===== src/rtl/fetch_pc_gen_if.sv =====
// fetch_pc_gen_if: bundle between hazard control and the fetch PC generator.
//   master : hazard/control side; drives i_stall, load_pc_we, load_pc_new_pc.
//   slave  : fetch_pc_gen side; drives fetch_pc, fetch_valid, redirect_pending,
//            misaligned_redirect and the three perf_* counters.
interface fetch_pc_gen_if #(
    parameter int ADDR_W = 32,
    parameter int CNT_W  = 32
);
    logic              i_stall;
    logic              load_pc_we;
    logic [ADDR_W-1:0] load_pc_new_pc;
    logic [ADDR_W-1:0] fetch_pc;
    logic              fetch_valid;
    logic              redirect_pending;
    logic              misaligned_redirect;
    logic [CNT_W-1:0]  perf_fetch_cnt;
    logic [CNT_W-1:0]  perf_stall_cnt;
    logic [CNT_W-1:0]  perf_redirect_cnt;

    modport master (
        output i_stall, load_pc_we, load_pc_new_pc,
        input  fetch_pc, fetch_valid, redirect_pending, misaligned_redirect,
        input  perf_fetch_cnt, perf_stall_cnt, perf_redirect_cnt
    );

    modport slave (
        input  i_stall, load_pc_we, load_pc_new_pc,
        output fetch_pc, fetch_valid, redirect_pending, misaligned_redirect,
        output perf_fetch_cnt, perf_stall_cnt, perf_redirect_cnt
    );
endinterface


===== src/rtl/fetch_pc_gen.sv =====
// fetch_pc_gen: IF-stage fetch PC generator.
//   clk, rst : clock, asynchronous active-high reset
//   bus      : fetch_pc_gen_if.slave
//              in : i_stall, load_pc_we, load_pc_new_pc
//              out: fetch_pc, fetch_valid, redirect_pending, misaligned_redirect,
//                   perf_fetch_cnt, perf_stall_cnt, perf_redirect_cnt
// A redirect arriving while IF is stalled is parked in HOLD and applied on
// stall release; a redirect on the release cycle itself overrides the parked one.
// Optional: FETCH_PERF_CNT_EN builds the saturating perf counters; otherwise the
// perf_* outputs are tied to zero.
module fetch_pc_gen #(
    parameter int              ADDR_W   = 32,
    parameter logic [ADDR_W-1:0] RESET_PC = '0,
    parameter int              CNT_W    = 32
) (
    input  logic         clk,
    input  logic         rst,
    fetch_pc_gen_if.slave bus
);
    typedef enum logic [1:0] {BOOT, RUN, HOLD} state_t;

    state_t            state_q, state_d;
    logic [ADDR_W-1:0] pc_q, pc_d;
    logic [ADDR_W-1:0] pend_pc_q, pend_pc_d;
    logic              pend_q, pend_d;
    logic              valid_q, valid_d;
    logic              mis_q, mis_d;
    logic [ADDR_W-1:0] tgt_aligned;

    assign tgt_aligned = {bus.load_pc_new_pc[ADDR_W-1:2], 2'b00};

    always_ff @(posedge clk or posedge rst) begin
        if (rst) begin
            state_q   <= BOOT;
            pc_q      <= RESET_PC;
            pend_pc_q <= '0;
            pend_q    <= 1'b0;
            valid_q   <= 1'b0;
            mis_q     <= 1'b0;
        end else begin
            state_q   <= state_d;
            pc_q      <= pc_d;
            pend_pc_q <= pend_pc_d;
            pend_q    <= pend_d;
            valid_q   <= valid_d;
            mis_q     <= mis_d;
        end
    end

    always_comb begin
        state_d   = state_q;
        pc_d      = pc_q;
        pend_pc_d = pend_pc_q;
        pend_d    = pend_q;
        valid_d   = valid_q;
        mis_d     = 1'b0;
        case (state_q)
            BOOT: begin
                // Inputs ignored; first real request is RESET_PC itself.
                valid_d = 1'b1;
                state_d = RUN;
            end
            RUN: begin
                mis_d = bus.load_pc_we & (bus.load_pc_new_pc[1:0] != 2'b00);
                if (bus.load_pc_we && !bus.i_stall) begin
                    pc_d = tgt_aligned;
                end else if (bus.load_pc_we && bus.i_stall) begin
                    pend_pc_d = tgt_aligned;
                    pend_d    = 1'b1;
                    state_d   = HOLD;
                end else if (!bus.i_stall) begin
                    pc_d = pc_q + ADDR_W'(4);
                end
            end
            HOLD: begin
                mis_d = bus.load_pc_we & (bus.load_pc_new_pc[1:0] != 2'b00);
                if (bus.i_stall) begin
                    if (bus.load_pc_we) pend_pc_d = tgt_aligned;
                end else begin
                    // Release cycle loads the target only; no +4 this cycle.
                    pc_d    = bus.load_pc_we ? tgt_aligned : pend_pc_q;
                    pend_d  = 1'b0;
                    state_d = RUN;
                end
            end
            default: begin
                state_d = BOOT;
                valid_d = 1'b0;
                pend_d  = 1'b0;
                pc_d    = RESET_PC;
            end
        endcase
    end

    assign bus.fetch_pc            = pc_q;
    assign bus.fetch_valid         = valid_q;
    assign bus.redirect_pending    = pend_q;
    assign bus.misaligned_redirect = mis_q;

`ifdef FETCH_PERF_CNT_EN
    logic [CNT_W-1:0] fcnt_q, scnt_q, rcnt_q;
    logic             run_like;

    // valid_q is low only in BOOT, so it also marks "outside BOOT".
    assign run_like = valid_q;

    always_ff @(posedge clk or posedge rst) begin
        if (rst) begin
            fcnt_q <= '0;
            scnt_q <= '0;
            rcnt_q <= '0;
        end else begin
            if (run_like && !bus.i_stall && fcnt_q != '1) fcnt_q <= fcnt_q + 1'b1;
            if (run_like &&  bus.i_stall && scnt_q != '1) scnt_q <= scnt_q + 1'b1;
            if (run_like && bus.load_pc_we && rcnt_q != '1) rcnt_q <= rcnt_q + 1'b1;
        end
    end

    assign bus.perf_fetch_cnt    = fcnt_q;
    assign bus.perf_stall_cnt    = scnt_q;
    assign bus.perf_redirect_cnt = rcnt_q;
`else
    assign bus.perf_fetch_cnt    = {CNT_W{1'b0}};
    assign bus.perf_stall_cnt    = {CNT_W{1'b0}};
    assign bus.perf_redirect_cnt = {CNT_W{1'b0}};
`endif
endmodule


===== src/flat_wrapper.sv =====
// flat-port wrapper written by rule: the top's interface ports become plain ports
module fetch_pc_gen_flat 
#(
    parameter int              ADDR_W   = 32,
    parameter logic [ADDR_W-1:0] RESET_PC = '0,
    parameter int              CNT_W    = 32
)
  (clk, rst, bus_i_stall, bus_load_pc_we, bus_load_pc_new_pc, bus_fetch_pc, bus_fetch_valid, bus_redirect_pending, bus_misaligned_redirect, bus_perf_fetch_cnt, bus_perf_stall_cnt, bus_perf_redirect_cnt);
  fetch_pc_gen_if #(.ADDR_W(ADDR_W), .CNT_W(CNT_W)) bus_i ();
  input  logic clk;
  input  logic rst;
  input wire logic [$bits(bus_i.i_stall)-1:0] bus_i_stall;
  input wire logic [$bits(bus_i.load_pc_we)-1:0] bus_load_pc_we;
  input wire logic [$bits(bus_i.load_pc_new_pc)-1:0] bus_load_pc_new_pc;
  output wire logic [$bits(bus_i.fetch_pc)-1:0] bus_fetch_pc;
  output wire logic [$bits(bus_i.fetch_valid)-1:0] bus_fetch_valid;
  output wire logic [$bits(bus_i.redirect_pending)-1:0] bus_redirect_pending;
  output wire logic [$bits(bus_i.misaligned_redirect)-1:0] bus_misaligned_redirect;
  output wire logic [$bits(bus_i.perf_fetch_cnt)-1:0] bus_perf_fetch_cnt;
  output wire logic [$bits(bus_i.perf_stall_cnt)-1:0] bus_perf_stall_cnt;
  output wire logic [$bits(bus_i.perf_redirect_cnt)-1:0] bus_perf_redirect_cnt;
  assign bus_i.i_stall = bus_i_stall;
  assign bus_i.load_pc_we = bus_load_pc_we;
  assign bus_i.load_pc_new_pc = bus_load_pc_new_pc;
  assign bus_fetch_pc = bus_i.fetch_pc;
  assign bus_fetch_valid = bus_i.fetch_valid;
  assign bus_redirect_pending = bus_i.redirect_pending;
  assign bus_misaligned_redirect = bus_i.misaligned_redirect;
  assign bus_perf_fetch_cnt = bus_i.perf_fetch_cnt;
  assign bus_perf_stall_cnt = bus_i.perf_stall_cnt;
  assign bus_perf_redirect_cnt = bus_i.perf_redirect_cnt;
  fetch_pc_gen #(.ADDR_W(ADDR_W), .RESET_PC(RESET_PC), .CNT_W(CNT_W)) u_core (.clk(clk), .rst(rst), .bus(bus_i));
endmodule

===== config.mk =====
export PLATFORM = sky130hd
export DESIGN_NAME = fetch_pc_gen_flat
export DESIGN_NICKNAME = d
export VERILOG_FILES = /design/src/rtl/fetch_pc_gen_if.sv /design/src/rtl/fetch_pc_gen.sv /design/src/flat_wrapper.sv
export SDC_FILE = /design/constraint.sdc
export NUM_CORES = 1
export LEC_CHECK = 0
export CORE_ASPECT_RATIO = 1.25
export CORE_MARGIN = 2
export CORE_UTILIZATION = 40
export CTS_CLUSTER_SIZE = 10
export DETAILED_ROUTE_END_ITERATION = 16
export PLACE_DENSITY = 0.8
export SLEW_MARGIN = 20
export SYNTH_ARGS = -nofsm -noshare
export SYNTH_HDL_FRONTEND = slang
export SYNTH_SLANG_ARGS = --single-unit
export TNS_END_PERCENT = 50

===== constraint.sdc =====
create_clock -name clk -period 2.1 [get_ports clk]
set_input_delay 0.21 -clock clk [delete_from_list [all_inputs] [get_ports clk]]
set_output_delay 0.21 -clock clk [all_outputs]
set_load 0.02 [all_outputs]

==> qor.yml <==
outcome:
  outcome: "finished clean"
route:
  wl_met3_um: 822
  dr_wl_met2_um: 6140
  dr.pass1.iters: 8
  antenna_left: 0
  vias: 4157
  route.detailed.drc: 0
  highest_layer: "met4"
  wl_um: 12300
  drt_iter0_drc: 441
  wl_per_cell_um: 15.8
  wl_met1_um: 4820
  vias_per_cell: 5.35
synth:
  yosysTopAreaCell: "dfrtp_1"
  yosysTopAreaCellShare: 0.364
  syn-cell-area_um2: 4750
  synth-async-reset-ratio: 1.00
  postSynthCellCount: 509
  yosys_warnings: 0
  yosysSeqAreaShare: 0.364
  netlist-cell-type-count: 60
  netlist_top_cells_area: "dfrtp_1 36%, buf_4 15%, mux2_2 7.6%"
  ys.flop_type: "dfrtp_1"
  avgSynthCellArea_um2: 9.32
  synth_edf_count: 0
  synth_seq_cells: 69
power_and_ir_drop:
  ir_drop_uv: 707
  p_clk_frac: 0.182
  power_density_nw_per_um2: 1280
  switchingPower_mw: 3.10
  sw_frac_of_total: 0.415
  p_int_mw: 4.36
  power_frac_comb: 0.492
  p_leak_nw: 2.58
  pwr-share-seq: 0.326
place:
  dp_hpwl_um: 9220
  place_inst: 761
  gp_congestion: 0.885
  port_buffers: 70
  place_ws_ns: 0.0118
  dpl-instance-area_um2: 5540
critical_path:
  critPathLaunch: "u_core.state_q[0]$_DFFE_PP0P_"
  end_kind: "register"
  worstSetupStartpointType: "register"
  path_class: "reg -> reg"
  reg2reg_from: "u_core.state_q[0]$_DFFE_PP0P_"
  cp_max_fo: 8
  cp.required_ns: 2.32
  crit_arrival_ns: 2.22
floorplanning:
  start_util: 0.409
  die-area_um2: 12800
  die_w_um: 101
  core_area_um2: 11600
  io_pins: 167
  fp-row-count: 44
  die_h_um: 126
grt:
  grt_max_degree: 70
  grt_pass1_vias: 3982
  overflow: 0
  globalRouteTotalUtil: 0.194
  grt_pass1_wl_um: 19700
  antenna_found_initial: 0
final_layout:
  multiInputGateArea_um2: 2510
  mostFrequentLayoutCells: "96 x conb_1, 70 x clkdlybuf4s50_1, 68 x dfrtp_1"
  fin_cells: 777
  fin_nets: 653
  drive_gt1_frac: 0.179
  regArea_um2: 1730
  nFillCells: 1047
  final_area_um2: 5820
  final_common_cell: "conb_1"
  areaGrowthSynthToFinish_pct: 22.6
  antenna_cells: 0
hold_path:
  hold_class: "in -> async"
cts:
  cts_hold_buf: 0
  clkLatencyLatePin_ns: 0.34
  cts_max_level: 3
  numCtsBuffers: 9
  cts_sinks: 69
  clockRootBuffer: "clkbuf_16"
  cts_tree: "built"
  clk_pin_slew_ns: 0.06
  clockBufferDepth: 2
sta:
  setup_ws_ns: 0.104
  tns_ns: 0
  fmax_mhz: 501
  drv_slew: 0
  setup_viol_count_final: 0
  rsz0062_at_grt: "no"
  fin_crit_sh: 0.950
  fin_skew_ns: 0.00768
  hold_viol: 0
  min_period_ns: 2.00
  holdWs_ns: 0.259
job:
  cap_violations: 0
cell usage after synthesis, drive strengths merged, types with 2 or more instances:
cell,number
a21oi,26
a221oi,5
a222oi,2
a22o,3
a22oi,10
a2bb2oi,4
a31oi,2
and2,4
and3,4
and4,2
buf,101
clkbuf,19
dfrtp,69
ha,6
inv,12
mux2,32
mux2i,12
nand2,26
nand2b,2
nand3,27
nand4,6
nor2,14
nor2b,4
nor3,17
nor4,11
o211ai,3
o21a,4
o21ai,38
o221ai,2
o22a,2
o22ai,5
o311ai,3
o31ai,3
or2,3
or3,4
xnor2,4
xor2,5
final cells by class:
cell class / instances / share of cell area
Timing Repair Buffer: 116 / 0.184
Tap cell: 161 / 0.0346
Sequential cell: 69 / 0.297
Clock inverter: 5 / 0.00473
Inverter: 12 / 0.00774
Clock buffer: 11 / 0.0400
Multi-Input combinational cell: 403 / 0.432
path summary, 6_finish.rpt:
check                                                           end  slack, ns  depth (start not counted)
max                              u_core.bus.fetch_pc[3]$_DFFE_PP0P_       0.10                          7
min                                 u_core.pend_pc_q[0]$_DFFE_PP0P_       0.26                          3
max reg2reg                      u_core.bus.fetch_pc[3]$_DFFE_PP0P_       0.10                          7
min reg2reg                         u_core.pend_pc_q[1]$_DFFE_PP0P_       0.49                          1
max in group asynchronous             u_core.state_q[0]$_DFFE_PP0P_       1.53                          3
min in group clk           u_core.bus.misaligned_redirect$_DFF_PP0_       0.48                          2
power groups by stage:
stage	Clock, mW	Sequential, mW	Combinational, mW
after floorplan	0	2.67	1.94
after CTS	1.36	2.42	3.62
after detailed placement	0	2.44	3.59
final	1.35	2.43	3.67
after global routing	1.42	2.50	3.96
after global placement	0	2.39	3.49
metal layers:
layer	global-route usage	vias to the layer above
met5	0	-
met4	0.107	0
met3	0.0366	43
met2	0.326	236
met1	0.231	2019
li1	-	1859
critical path: stages (launching register included):
cell      delay, ns
dfrtp_2        0.41
inv_1          0.08
ha_1           0.24
buf_4          0.18
o21a_2         0.27
buf_4          0.19
a222oi_1       0.40
o21ai_1        0.10
sequential cells by signal, indices dropped and copies added, names as in the netlist:
name / cells
u_core.bus.fetch_pc: 32
u_core.bus.fetch_valid: 1
u_core.pend_pc_q: 32
u_core.bus.misaligned_redirect: 1
u_core.bus.redirect_pending: 1
u_core.state_q: 2
per-stage QoR:
step                 util  power, mW
global route        0.501       7.88
detailed placement  0.477       6.02
CTS                 0.500       7.40
global placement    0.477       5.88
finish              0.501       7.46
floorplan               -       4.61
cells by family (layout without fill, tap and decap cells):
logic type / after synthesis / after routing / synth area share
buffers and inverters: 132 / 144 / 0.185
AND/OR/NAND/NOR: 128 / 128 / 0.154
AO/OA/AOI/OAI: 120 / 120 / 0.163
flip-flops: 69 / 69 / 0.364
multiplexers: 44 / 44 / 0.101
XOR/XNOR: 9 / 9 / 0.0166
adder cells (fa/ha/maj): 6 / 6 / 0.0158
other: 1 / 96 / 0.000790
what timing repair did:
item | 4_1_cts | 5_1_grt
pin swaps | 0 | 2
resized for setup | 2 | 7
cloned | 0 | 0
setup buffers | 0 | 0
endpoints found under the setup margin | 1 | 20
hold endpoints to repair | 0 | 0
(Power assumes the default switching activity.)
